### src/rtl/mips_ctrl_pkg.sv
// mips_ctrl_pkg: shared state encodings, opcodes and ALU/PC select constants for multicycle_control
package mips_ctrl_pkg;
  typedef enum logic [3:0] {
    FETCH  = 4'd0,
    DECODE = 4'd1,
    MEMADR = 4'd2,
    MEMRD  = 4'd3,
    MEMWB  = 4'd4,
    MEMWR  = 4'd5,
    EXEC   = 4'd6,
    ALUWB  = 4'd7,
    BRANCH = 4'd8,
    ADDIEX = 4'd9,
    ADDIWB = 4'd10,
    JUMP   = 4'd11
  } state_t;
  localparam logic [5:0] OP_RTYPE = 6'b000000;
  localparam logic [5:0] OP_LW    = 6'b100011;
  localparam logic [5:0] OP_SW    = 6'b101011;
  localparam logic [5:0] OP_BEQ   = 6'b000100;
  localparam logic [5:0] OP_BNE   = 6'b000101;
  localparam logic [5:0] OP_ADDI  = 6'b001000;
  localparam logic [5:0] OP_J     = 6'b000010;
  localparam logic [1:0] ALU_ADD   = 2'b00;
  localparam logic [1:0] ALU_SUB   = 2'b01;
  localparam logic [1:0] ALU_FUNCT = 2'b10;
  localparam logic [1:0] PC_ALU    = 2'b00;
  localparam logic [1:0] PC_ALUOUT = 2'b01;
  localparam logic [1:0] PC_JUMP   = 2'b10;
endpackage

### src/rtl/pc_enable_logic.sv
// pc_enable_logic: PC load enable from unconditional (FETCH/JUMP) and branch-qualified terms.
// BNE_SUPPORT_EN adds the BNE (taken on ~zero) term.
module pc_enable_logic
  import mips_ctrl_pkg::*;
(
  input  logic       uncond,
  input  logic       branch,
  input  logic [5:0] opcode,
  input  logic       zero,
  output logic       pc_en
);
  logic take;
`ifdef BNE_SUPPORT_EN
  assign take = (opcode == OP_BEQ && zero) || (opcode == OP_BNE && !zero);
`else
  assign take = opcode == OP_BEQ && zero;
`endif
  assign pc_en = uncond || (branch && take);
endmodule

### src/rtl/multicycle_control.sv
// multicycle_control: multicycle MIPS control FSM with retired-instruction counter.
// BNE_SUPPORT_EN enables decoding of opcode 000101 as BNE.
module multicycle_control
  import mips_ctrl_pkg::*;
(
  input  logic        clk,
  input  logic        reset,
  input  logic [5:0]  Opcode,
  input  logic        Zero,
  input  logic        MemReady,
  output logic        PCEn,
  output logic        IorD,
  output logic        MemRead,
  output logic        MemWrite,
  output logic        IRWrite,
  output logic        RegWrite,
  output logic        RegDst,
  output logic        MemtoReg,
  output logic        ALUSrcA,
  output logic [1:0]  ALUSrcB,
  output logic [1:0]  ALUOp,
  output logic [1:0]  PCSource,
  output logic [3:0]  State,
  output logic [31:0] InstrCount
);
  state_t state, next;
  logic [31:0] count;
  logic iord, mem_read, mem_write, reg_write, reg_dst, mem_to_reg, alu_src_a, pc_en, retire;
  logic [1:0] alu_src_b, alu_op, pc_source;
  always_ff @(posedge clk or negedge reset)
    if (!reset) begin
      state <= FETCH;
      count <= '0;
    end else begin
      state <= next;
      if (retire) count <= count + 32'd1;
    end
  always_comb begin
    next       = FETCH;
    iord       = 1'b0;
    mem_read   = 1'b0;
    mem_write  = 1'b0;
    reg_write  = 1'b0;
    reg_dst    = 1'b0;
    mem_to_reg = 1'b0;
    alu_src_a  = 1'b0;
    alu_src_b  = 2'b00;
    alu_op     = ALU_ADD;
    pc_source  = PC_ALU;
    case (state)
      FETCH: begin
        mem_read  = 1'b1;
        alu_src_b = 2'b01;
        next      = MemReady ? DECODE : FETCH;
      end
      DECODE: begin
        alu_src_b = 2'b11;
        case (Opcode)
          OP_RTYPE:      next = EXEC;
          OP_LW, OP_SW:  next = MEMADR;
          OP_BEQ:        next = BRANCH;
`ifdef BNE_SUPPORT_EN
          OP_BNE:        next = BRANCH;
`endif
          OP_ADDI:       next = ADDIEX;
          OP_J:          next = JUMP;
          default:       next = FETCH;
        endcase
      end
      MEMADR: begin
        alu_src_a = 1'b1;
        alu_src_b = 2'b10;
        next      = Opcode == OP_SW ? MEMWR : MEMRD;
      end
      MEMRD: begin
        mem_read = 1'b1;
        iord     = 1'b1;
        next     = MemReady ? MEMWB : MEMRD;
      end
      MEMWB: begin
        reg_write  = 1'b1;
        mem_to_reg = 1'b1;
      end
      MEMWR: begin
        mem_write = 1'b1;
        iord      = 1'b1;
        next      = MemReady ? FETCH : MEMWR;
      end
      EXEC: begin
        alu_src_a = 1'b1;
        alu_op    = ALU_FUNCT;
        next      = ALUWB;
      end
      ALUWB: begin
        reg_write = 1'b1;
        reg_dst   = 1'b1;
      end
      BRANCH: begin
        alu_src_a = 1'b1;
        alu_op    = ALU_SUB;
        pc_source = PC_ALUOUT;
      end
      ADDIEX: begin
        alu_src_a = 1'b1;
        alu_src_b = 2'b10;
        next      = ADDIWB;
      end
      ADDIWB: reg_write = 1'b1;
      JUMP:   pc_source = PC_JUMP;
      default: next = FETCH;
    endcase
  end
  assign retire = state == MEMWB || state == ALUWB || state == BRANCH || state == ADDIWB ||
                  state == JUMP || (state == MEMWR && MemReady);
  pc_enable_logic u_pc_en (
    .uncond (state == JUMP || (state == FETCH && MemReady)),
    .branch (state == BRANCH),
    .opcode (Opcode),
    .zero   (Zero),
    .pc_en  (pc_en)
  );
  // Reset masks the decoded controls so FETCH's strobes stay low while reset is held.
  assign PCEn       = reset && pc_en;
  assign IorD       = reset && iord;
  assign MemRead    = reset && mem_read;
  assign MemWrite   = reset && mem_write;
  assign IRWrite    = reset && state == FETCH && MemReady;
  assign RegWrite   = reset && reg_write;
  assign RegDst     = reset && reg_dst;
  assign MemtoReg   = reset && mem_to_reg;
  assign ALUSrcA    = reset && alu_src_a;
  assign ALUSrcB    = {2{reset}} & alu_src_b;
  assign ALUOp      = {2{reset}} & alu_op;
  assign PCSource   = {2{reset}} & pc_source;
  assign State      = state;
  assign InstrCount = count;
endmodule

### config.mk
export PLATFORM = sky130hd
export DESIGN_NAME = multicycle_control
export DESIGN_NICKNAME = d
export VERILOG_FILES = /design/src/rtl/mips_ctrl_pkg.sv /design/src/rtl/pc_enable_logic.sv /design/src/rtl/multicycle_control.sv
export SDC_FILE = /design/constraint.sdc
export NUM_CORES = 1
export LEC_CHECK = 0
export BUFFER_PORTS_ARGS = -buffer_cell sky130_fd_sc_hd__buf_2
export CAP_MARGIN = 10
export CORE_ASPECT_RATIO = 1.2
export CORE_MARGIN = 4
export CORE_UTILIZATION = 46
export DETAILED_ROUTE_END_ITERATION = 10
export PLACE_DENSITY_LB_ADDON = 0.1
export SLEW_MARGIN = 10
export SYNTH_ARGS = -nofsm -noshare
export SYNTH_HDL_FRONTEND = slang
export SYNTH_SLANG_ARGS = --single-unit
### constraint.sdc
create_clock -name clk -period 1.81 [get_ports clk]
set_input_delay 0.181 -clock clk [delete_from_list [all_inputs] [get_ports clk]]
set_output_delay 0.181 -clock clk [all_outputs]
set_load 0.02 [all_outputs]
### Yosys cells after proc, flatten, opt, wreduce, memory -nomap -nowiden

Cells that the tools add are included.

| storage, ports and cells | value |
|---|---|
| bits in registers | 36 |
| bits in latches | 0 |
| RAM bits | 0 |
| bits in read-only memories | 0 |
| memories | 0 |

| operators by class | value |
|---|---|
| $add $sub $neg | 1 |
| $mul | 0 |
| divide/modulo/power cells | 0 |
| $lt $le $gt $ge | 0 |
| eq/ne operators | 16 |
| shift operators | 0 |
| multiplexer cells | 16 |
| bitwise operators | 3 |
| reductions and logical operators | 29 |

Operator list:

| kind | number |
|---|---|
| adder 32 x 1 -> 32 bit (second input constant) | 1 |
| case mux 4 bit (7 select lines) | 1 |
| case mux 4 bit (5 select lines) | 1 |
| == test 4 x 3 -> 1 bit (second input constant) | 4 |
| == test 4 bit (second input constant) | 4 |
| logical AND 1 bit | 14 |
| == test 6 bit (second input constant) | 2 |
| 2-to-1 mux 3 bit | 3 |
| == test 4 x 2 -> 1 bit (second input constant) | 2 |
| 2-to-1 mux 1 bit | 8 |
| case mux 2 bit (2 select lines) | 2 |
| OR reduction 2 bit | 4 |
| logical OR 1 bit | 7 |
| AND 2 bit | 3 |
| == test 6 x 2 -> 1 bit (second input constant) | 1 |
| == test 6 x 3 -> 1 bit (second input constant) | 1 |
| == test 6 x 4 -> 1 bit (second input constant) | 1 |
| zero test 6 bit | 1 |
| case mux 2 bit (3 select lines) | 1 |
| == test 4 x 1 -> 1 bit (second input constant) | 1 |
| zero test 4 bit | 1 |
| OR reduction 4 bit | 1 |
| OR reduction 3 bit | 1 |

### Depth between registers and ports, before layout

| depth | value |
|---|---|
| depth in word-level cells | 6 |
| depth in mapped cells | 7 |
| mapped depth without buffers | 6 |

### By module

A second synthesis with hierarchy kept.

| second synthesis, totals | value |
|---|---|
| cells, all modules | 220 |
| area total of the unflattened synthesis | 2100.8 µm² |

By module, submodules not included:

| module | instances | cells each | area each (µm²) |
|---|---|---|---|
| multicycle_control | 1 | 217 | 2072.0 |
| pc_enable_logic | 1 | 3 | 28.8 |

### Least setup slack after synthesis

OpenSTA, ideal clock, no wires.

| timing | value |
|---|---|
| path type | flip-flop to output port |
| start point | reg state[3], in the netlist State[3] |
| end point | out PCEn |
| arrival time | 1887 ps |
| data required time | 1629 ps |
| path slack | -258 ps |
| stages on the path, launching flop included | 5 |
| buffers on the path | 1 |
| path through | dfrtp_1 > clkbuf_1 > nand2b_1 > nor4_1 > a311o_1 |

| between the ends | value |
|---|---|
| word-level cells in the longest chain between the ends | 5 |

Ends and longest elaborated chain:

| element | line | source |
|---|---|---|
| from (decl) | multicycle_control.sv:26 | `state_t state, next;` |
| from (signal assigned) | multicycle_control.sv:35 | `state <= next;` |
| zero test 4 bit | multicycle_control.sv:116 | `.uncond (state == JUMP \|\| (state == FETCH && MemReady)),` |
| logical AND 1 bit | multicycle_control.sv:116 |  |
| logical OR 1 bit | multicycle_control.sv:116 |  |
| logical OR 1 bit * | pc_enable_logic.sv:18 | `assign pc_en = uncond \|\| (branch && take);` |
| logical AND 1 bit * | multicycle_control.sv:123 | `assign PCEn = reset && pc_en;` |
| to (decl) | multicycle_control.sv:11 | `output logic PCEn,` |

Every way passes the cells marked *; elsewhere a longest branch is shown, timed or not.

### Worst setup path after layout

| timing | value |
|---|---|
| start point | reg count[4], in the netlist InstrCount[4] |
| end point | reg count[25], in the netlist InstrCount[25] |

| between the ends | value |
|---|---|
| word-level cells in the longest chain between the ends | 1 |

Ends and longest elaborated chain:

| element | line | source |
|---|---|---|
| from (decl) | multicycle_control.sv:27 | `logic [31:0] count;` |
| from (signal assigned) | multicycle_control.sv:36 | `if (retire) count <= count + 32'd1;` |
| adder 32 x 1 -> 32 bit | multicycle_control.sv:36 |  |

No other way between the ends.
A chain may end at the register's enable or synchronous reset.

==> metrics <==
compound-gate portion of the synthesized area 6.523%; r2r endpoint InstrCount[25]; Tcrit/Tclk final 100.9%; CP delay by family, top simple AND/OR/NAND/NOR gates; hold path cells 2; Synth cell types 41; Top Ports 61; startpoint types flop; placed insts between 300 and 400; Final Net Count approximately 320; Final Hold Viols 0; Fillers 326; Avg Synthesized Cell Area approximately 9.5 um^2; combinational family with the most area after synthesis simple AND/OR/NAND/NOR gates; DRC violations left 0; first-pass GRT wire length approximately 8.3 mm; Least-Margin Pin Slew around 0.31 ns; Slew Limit Headroom 79.08%; Rows 25; worst hold path class in2reg; multiplexer share of the synthesized area between 1 and 1.5%; syn nets between 200 and 250; vias per inst just over 5; failing checks negative setup slack; Tot GR Track Use 19.95%; wire length per cell 13.65 um; Post-synth top flop dfrtp_1; RR Startpoint InstrCount[4]; vias in the first global route 1,812; #FFs+latches synth 36; Simple-Gate Fraction of Synth Area 29.39%; first-pass iteration count of the detailed router 4; min Tclk post-route between 1.5 and 2 ns; cts bufs inserted 5; Die Width approximately 68 um; Routed Wire Length 4.927 mm; Area growth, synth to finish 42.81%; pwr dens a little over 1000 nW/um^2; RSZ-0062 raised after global routing yes; outcome complete, but fails checks; initial DRC count a little over 80; mapped cell area 1976 um^2; number of antenna violations at the first check in global routing 0; GP Congestion 0.8096; total core area slightly above 4000 um^2; slowest CP cell or4b_4; Root Driver clkbuf_8; Initial Util 48.96%; worst-skew pair later-pin latency 0.29 ns; post-synthesis sequential area ratio 45.60%; total grt overflow 0; final setup vio count 3; EDFF count, synth 0; CP Max Fanout 8; layout cells sized above 1 roughly 43%; Synth Area in Adders 0.6333%; maxcap violations 0; die area 5412 um^2; Antenna diodes 0; Placement Setup Slack -0.02665 ns; Clk pin slew, worst setup/hold paths 0.07 ns; WP buf/inv 1; HP Start Opcode[3]; Sink Count 36; Worst EP required 2.02 ns; XOR/XNOR share of the synthesized area between 10% and 20%; worst reg2reg path depth 6; top achievable clock speed 547.6 MHz; Die H 79.79 um; Worst Setup End Kind flop; cells along the critical path and3_4, nand4_1, or4b_4, buf_6, nor3_2, xor2_1; largest net degree at the start of global routing 20; yosys warns 0; CTS tree yes; ys async rst share between 90% and 100%; hold worst-path end State[1]; max-slew violations 0; PortBufs 60; Final Power 0.002857 W; Max VDD drop 486.8 uV; crit path DAT approximately 2.0 ns; clk buf depth 2; Setup CP Type reg2reg; cells after synthesis about 210; largest stage delay on the critical path 0.56 ns; reg2reg setup slack -0.02 ns; Setup WS post-layout -0.01622 ns; fin util 69.92%; H-Tree Depth 2; clock skew approximately 0.0059 ns; total number of vias 1,870; antenna viol nets, final 0; final instance count without filler cells 361; static leakage 1.422 nW; Final HPWL DP 3.771 mm
## synthesized netlist by cell type (5+ instances only)
library cell / instances / share of area [%]
and3_1: 6 / 1.9
dfrtp_1: 36 / 46
nand2_1: 22 / 4.2
nand2b_1: 6 / 1.9
nand3_1: 8 / 2.0
nand4_1: 7 / 2.2
nor2_1: 20 / 3.8
nor3_1: 16 / 4.1
o21ai_0: 5 / 1.3
xnor2_1: 16 / 7.1
xor2_1: 17 / 7.5
## worst register-to-register path: stages (launching register included)
cell and delay [ns]:
dfrtp_1 0.38, and3_4 0.20, nand4_1 0.13, or4b_4 0.56, buf_6 0.17, nor3_2 0.17
xor2_1 0.15
## area by class of cell
class	count	area (um^2)	share of cell area (%)
multi-input cells	161	1124	39.82
clock buffers	6	82.58	2.927
clock inverters	2	10.01	0.3548
inverters	4	15.01	0.5322
flip-flops and latches	36	905.9	32.11
repair buffers	98	616.8	21.86
well taps	54	67.56	2.395
## cells by family after synthesis
group	Yosys count
DFF	36
AOI/OAI and AO/OA	19
buffers and inverters	10
muxes	2
xor gates and xnor gates	33
adders and majority gates	1
and+or+nand+nor	106
## cells in the final DEF (no fill, tap or decap), drive strengths merged, types with 2 or more instances in the layout
cell type,instances
a21oi,4
nand4,7
dfrtp,36
nor2,20
nor3b,4
clkinv,2
o21ai,5
and2b,2
a21o,2
and3,6
nor2b,3
nand2b,7
buf,96
inv,4
nor3,16
nand3,8
and4,4
xnor2,16
xor2,17
nand2,22
nor4,4
clkbuf,7
## worst max-delay path by stage
stage	depth (start not counted)	to	start	slack, ns
2_1_floorplan	6	InstrCount[29]	State[0]	-0.06
3_3_place_gp	6	InstrCount[29]	State[3]	-0.005
3_5_place_dp	6	InstrCount[27]	State[3]	-0.03
4_1_cts	6	InstrCount[31]	InstrCount[6]	-0.01
5_1_grt	6	InstrCount[31]	InstrCount[5]	-0.12
6_report	6	InstrCount[25]	InstrCount[4]	-0.02
## sequential cells by signal, summed over array words and instances (netlist names)
signal / flops
InstrCount: 32
State: 4
## metal layers
metal / share of wire [%] / track usage, %
met5: 0 / 0
met4: 1.3 / 6.362
met3: 5.4 / 3.944
met2: 50 / 33.20
met1: 44 / 25.70
## what timing repair did
action	CTS	global route
hold endpoints to repair	3	0
setup endpoints to repair	6	15
pin swaps	6	4
hold buffers	1	0
setup buffers	2	2
resized for setup	8	13
## stage by stage
stage / hold WS [ns] / cell area [um^2] / setup TNS, ns
2_1_floorplan: -0.1146 / 2032 / -0.2361
3_3_place_gp: 0.04260 / 2610 / -0.004799
3_5_place_dp: 0.03915 / 2610 / -0.09109
4_1_cts: 0.1776 / 2759 / -0.01555
5_1_grt: 0.1726 / 2821 / -0.5689
6_report: 0.1921 / 2821 / -0.04466
## power breakdown
group          switching [W]  internal (W)  total, W
Combinational       0.000728      0.000563   0.00129
Sequential         0.0000748      0.000899  0.000974
Clock               0.000288      0.000304  0.000592
Total                0.00109       0.00177   0.00286
No activity file was read; power rests on OpenSTA's default activity.
